[config.mk]
export PLATFORM = sky130hd
export DESIGN_NAME = lfsr16
export DESIGN_NICKNAME = d
export VERILOG_FILES = /design/src/rtl/stream_check_pkg.sv /design/src/rtl/lfsr16.sv
export SDC_FILE = /design/constraint.sdc
export NUM_CORES = 1
export LEC_CHECK = 0
export ABC_AREA = 0
export BUFFER_PORTS_ARGS = -buffer_cell sky130_fd_sc_hd__buf_2
export CELL_PAD_IN_SITES_DETAIL_PLACEMENT = 1
export CELL_PAD_IN_SITES_GLOBAL_PLACEMENT = 1
export CORE_ASPECT_RATIO = 1.75
export CORE_MARGIN = 2
export CORE_UTILIZATION = 26
export DETAILED_ROUTE_END_ITERATION = 6
export PLACE_DENSITY = 0.62
export SLEW_MARGIN = 10
export SYNTH_ARGS = -nofsm -noshare
export SYNTH_HDL_FRONTEND = slang
export SYNTH_SLANG_ARGS = --single-unit
[constraint.sdc]
create_clock -name clk_i -period 1.4 [get_ports clk_i]
set_input_delay 0.21 -clock clk_i [delete_from_list [all_inputs] [get_ports clk_i]]
set_output_delay 0.21 -clock clk_i [all_outputs]
set_load 0.01 [all_outputs]
[src/rtl/stream_check_pkg.sv]
// Shared types and constants for the stream sequence checker.
// Holds the FSM state encoding, the LFSR seed and the Fibonacci tap mask.
package stream_check_pkg;

  localparam int unsigned LFSR_W = 16;

  // Seed reloaded on reset and at every accepted start.
  localparam logic [LFSR_W-1:0] LFSR_SEED = 16'hACE1;

  // Taps for x^16+x^14+x^13+x^11+1 in a right-shifting Fibonacci register.
  localparam logic [LFSR_W-1:0] LFSR_TAPS = 16'h002D;

  typedef enum logic [1:0] {
    ST_IDLE = 2'd0,
    ST_RUN  = 2'd1,
    ST_DONE = 2'd2
  } state_e;

  function automatic logic [LFSR_W-1:0] lfsr_step(input logic [LFSR_W-1:0] s);
    return {^(s & LFSR_TAPS), s[LFSR_W-1:1]};
  endfunction

endpackage

[src/rtl/lfsr16.sv]
// 16-bit Fibonacci LFSR used to generate pseudo-random backpressure.
// Reload has priority over stepping.
module lfsr16
  import stream_check_pkg::*;
(
  input  logic              clk_i,
  input  logic              rst_i,
  input  logic              load_i,
  input  logic              en_i,
  output logic [LFSR_W-1:0] state_o
);

  always_ff @(posedge clk_i) begin
    if (rst_i) begin
      state_o <= LFSR_SEED;
    end else if (load_i) begin
      state_o <= LFSR_SEED;
    end else if (en_i) begin
      state_o <= lfsr_step(state_o);
    end
  end

endmodule

; Yosys cells after proc, flatten, opt, wreduce, memory -nomap -nowiden
; Index checks and enable logic that the tools add are counted.
[word_totals]
regBits = 16
elab_cells = 3
out_inout_bits = 16
[classes]
reduce_logical = 2
[ops]
columns = cell, n
row1 = $reduce_xor A16 Y1, 1
row2 = $reduce_or A2 Y1, 1

; Logic depth before layout (Yosys ltp)
[logic_depth]
ltp_word = 1
depth_mapped = 4
depth_no_buf = 3

; Worst setup path before layout
; No wires, ideal clock.
[synth_timing]
path_kind = flip-flop to flip-flop
from = register state_o[3]
to = register state_o[15]
required_ns = 1.263
setup_slack_ns = 0.492
synth_period_minus_slack_ns = 0.908
n_path_buf = 0
setup_time_ns = 0.137
arrival_time_ns = 0.771
stages_incl_launch_ff = 4
cell_sequence = dfxtp_1 -> xnor2_2 -> xnor2_1 -> a31oi_1
[synth_between]
elab_chain_len = 1
[synth_rtl]
columns = element, line_no
row1 = start: declaration, lfsr16.sv:10  ; output logic [LFSR_W-1:0] state_o
row2 = start signal: assignment, lfsr16.sv:19  ; state_o <= lfsr_step(state_o);
row3 = $reduce_xor A16 Y1, stream_check_pkg.sv:20  ; return {^(s & LFSR_TAPS), s[LFSR_W-1:1]};
; Every way passes these cells.
; A chain may end at the register's enable or synchronous reset.

; Final worst setup path
[layout_timing]
from = register state_o[3]
to = output state_o[3]
; No word-level cell between the ends.

==> impl_metrics.json <==
{
  "root_buffer": "clkbuf_8",
  "dp_hpwl_um": 974,
  "largest-register": "state_o",
  "postCtsSetupBuffers": 0,
  "yosysMostFrequentCell": "dfxtp_1",
  "h-tree-depth": 1,
  "grt_pass1_wl_um": 2210,
  "grt_pass1_vias": 492,
  "die_h_um": 69.2,
  "largest_register_ffs": 16,
  "numPortBuffers": 19,
  "worst-path-buf-inv": 1,
  "insertedDiodeCount": 0,
  "drtIter0Drc": 3,
  "drv_cap": 0,
  "status": "finished clean",
  "cp-end-kind": "output pin",
  "synth_common_cells": "16 x dfxtp_1, 15 x mux2i_1, 9 x nor2_1",
  "r2r_slack_ns": 0.48,
  "hold_class": "in2reg",
  "yosysWarnings": 0,
  "slew_violations": 0,
  "fmax_mhz": 961,
  "startpoint": "state_o[3]$_SDFFE_PP0P_",
  "num_io_pins": 20,
  "post-route-period-util_pct": 74.3,
  "yosys.area.top_type": "dfxtp_1",
  "rsz0062_at_grt": "false",
  "path_clk_slew_ns": 0.06,
  "slowest_stage": "dfxtp_1",
  "postRouteAntennaNets": 0,
  "dominantRegCellSynth": "dfxtp_1",
  "rows": 23,
  "fin_nets": 84,
  "crit_end": "state_o[3]",
  "setup_violations": 0,
  "path_max_fanout": 4,
  "ir_worst_vdd_v": 0.000699,
  "insertion_delay_ns": 0.24,
  "grtUsageTotal_pct": 11.1,
  "area_growth_pct": 28.6,
  "totalWireLength_um": 1260,
  "crit_chain": "buf_2",
  "antenna_found_initial": 0,
  "startpoint_type": "flip-flop",
  "routedWlPerCell_um": 12.1,
  "final_layout_size_suffix_gt1_share_pct": 36.7,
  "gr-total-overflow": 0,
  "fillCellCount": 284,
  "slew_headroom_pct": 62.4,
  "reg_top3": "state_o: 16 flops",
  "synth_cell_types": 12,
  "vias": 459,
  "synth_top_cells_by_area": "dfxtp_1 51%, mux2i_1 24%, nor2_1 5.4%",
  "clock-sinks": 16,
  "synth-seq-area-share_pct": 50.8,
  "die_area_mm2": 0.00285,
  "min_period_ns": 1.04,
  "tightestPinTransition_ns": 0.564,
  "netlist_area_um2": 631,
  "gp_congestion": 0.656,
  "regArea_um2": 320,
  "cp_data_arrival_time_ns": 0.83,
  "p_per_area_mw_per_mm2": 1200,
  "grt_start_max_net_pins": 10,
  "route.detailed.drc": 0,
  "ys_ff_latch": 16,
  "cpPeakStageDelay_ns": 0.42,
  "path_depth": 1,
  "finClkSkew_ns": 0.00247,
  "synth_top_area_share_pct": 50.8,
  "synthCells": 56,
  "power_mw": 0.971,
  "reg2reg_from": "state_o[3]$_SDFFE_PP0P_",
  "p_leak_nw": 0.386,
  "synth_nets": 60,
  "core_mm2": 0.00230,
  "ys_async_sr_fraction_pct": 0,
  "syn_avg_cell_area_um2": 11.3,
  "numCtsBuffers": 3,
  "cts_resized": 0,
  "viasPerCell": 4.41,
  "crit_family": "flip-flops",
  "die_x_um": 41.2,
  "cts_tree": "yes",
  "start_util_pct": 27.4,
  "timing.rr.end": "state_o[15]$_SDFFE_PP1P_",
  "required_ns": 1.19,
  "worstRegToRegCells": 3,
  "cts_max_path_buffers": 2,
  "fin_setup_tns_ns": 0,
  "criticalPathCategory": "reg2out",
  "multi_input_area_um2": 274,
  "synth_edf_count": 0,
  "drtPass1Iterations": 2,
  "hold_violations": 0,
  "cts.hold.buffers_added": 0
}
## layer usage
| metal | global-route usage [%] | share of wire [%] |
|---|---|---|
| met4 | 6.45 | 1.7 |
| met5 | 0 | 0 |
| met3 | 1.93 | 3.6 |
| met2 | 15.8 | 55 |
| met1 | 15.1 | 40 |
## cell usage in the layout (no fill, tap or decap), drive strengths merged
| cell type | instances |
|---|---|
| or2 | 1 |
| nor2 | 9 |
| nand2 | 7 |
| mux2i | 15 |
| buf | 22 |
| a31oi | 1 |
| nor3 | 1 |
| xnor2 | 3 |
| dfxtp | 16 |
| clkbuf | 4 |
## power breakdown
group / switching [mW] / internal (mW) / leakage (nW)
Combinational: 0.0453 / 0.0452 / 0.226
Sequential: 0.0116 / 0.470 / 0.131
Clock: 0.150 / 0.249 / 0.0288
## logic make-up (layout without fill, tap and decap cells)
group | Yosys count | after routing | share of synthesized area (%)
compound gates | 1 | 1 | 0.993
xor+xnor | 3 | 3 | 6.55
buf+inv | 3 | 26 | 5.75
flops | 16 | 16 | 50.8
mux | 15 | 15 | 23.8
simple gates | 18 | 18 | 12.1
## area by class of cell
class / instances / share of cell area (%)
Tap cell: 25 / 3.86
Multi-Input combinational cell: 37 / 33.8
Sequential cell: 16 / 39.5
Clock buffer: 4 / 6.79
Timing Repair Buffer: 22 / 16.0
## worst min path at each step
stage               startpoint  cells past startpoint                       to  slack (ns)
CTS                      rst_i                      3  state_o[0]$_SDFFE_PP1P_        0.19
detailed placement       rst_i                      3  state_o[0]$_SDFFE_PP1P_        0.44
finish                   rst_i                      3  state_o[0]$_SDFFE_PP1P_        0.19
floorplan                rst_i                      2  state_o[0]$_SDFFE_PP1P_        0.38
global placement         rst_i                      3  state_o[0]$_SDFFE_PP1P_        0.43
global route             rst_i                      3  state_o[0]$_SDFFE_PP1P_        0.20
## stage by stage
step | setup slack [ns] | utilization [%] | std cells | area (µm²) | hold WS (ns)
after floorplan | 0.492 | - | 56 | 631 | 0.376
after global placement | 0.346 | 32.8 | 100 | 756 | 0.435
after detailed placement | 0.283 | 32.8 | 100 | 756 | 0.440
after CTS | 0.346 | 35.2 | 104 | 811 | 0.186
after global routing | 0.315 | 35.2 | 104 | 811 | 0.197
final | 0.360 | 35.2 | 104 | 811 | 0.186
No activity file was read; power rests on OpenSTA's default activity.
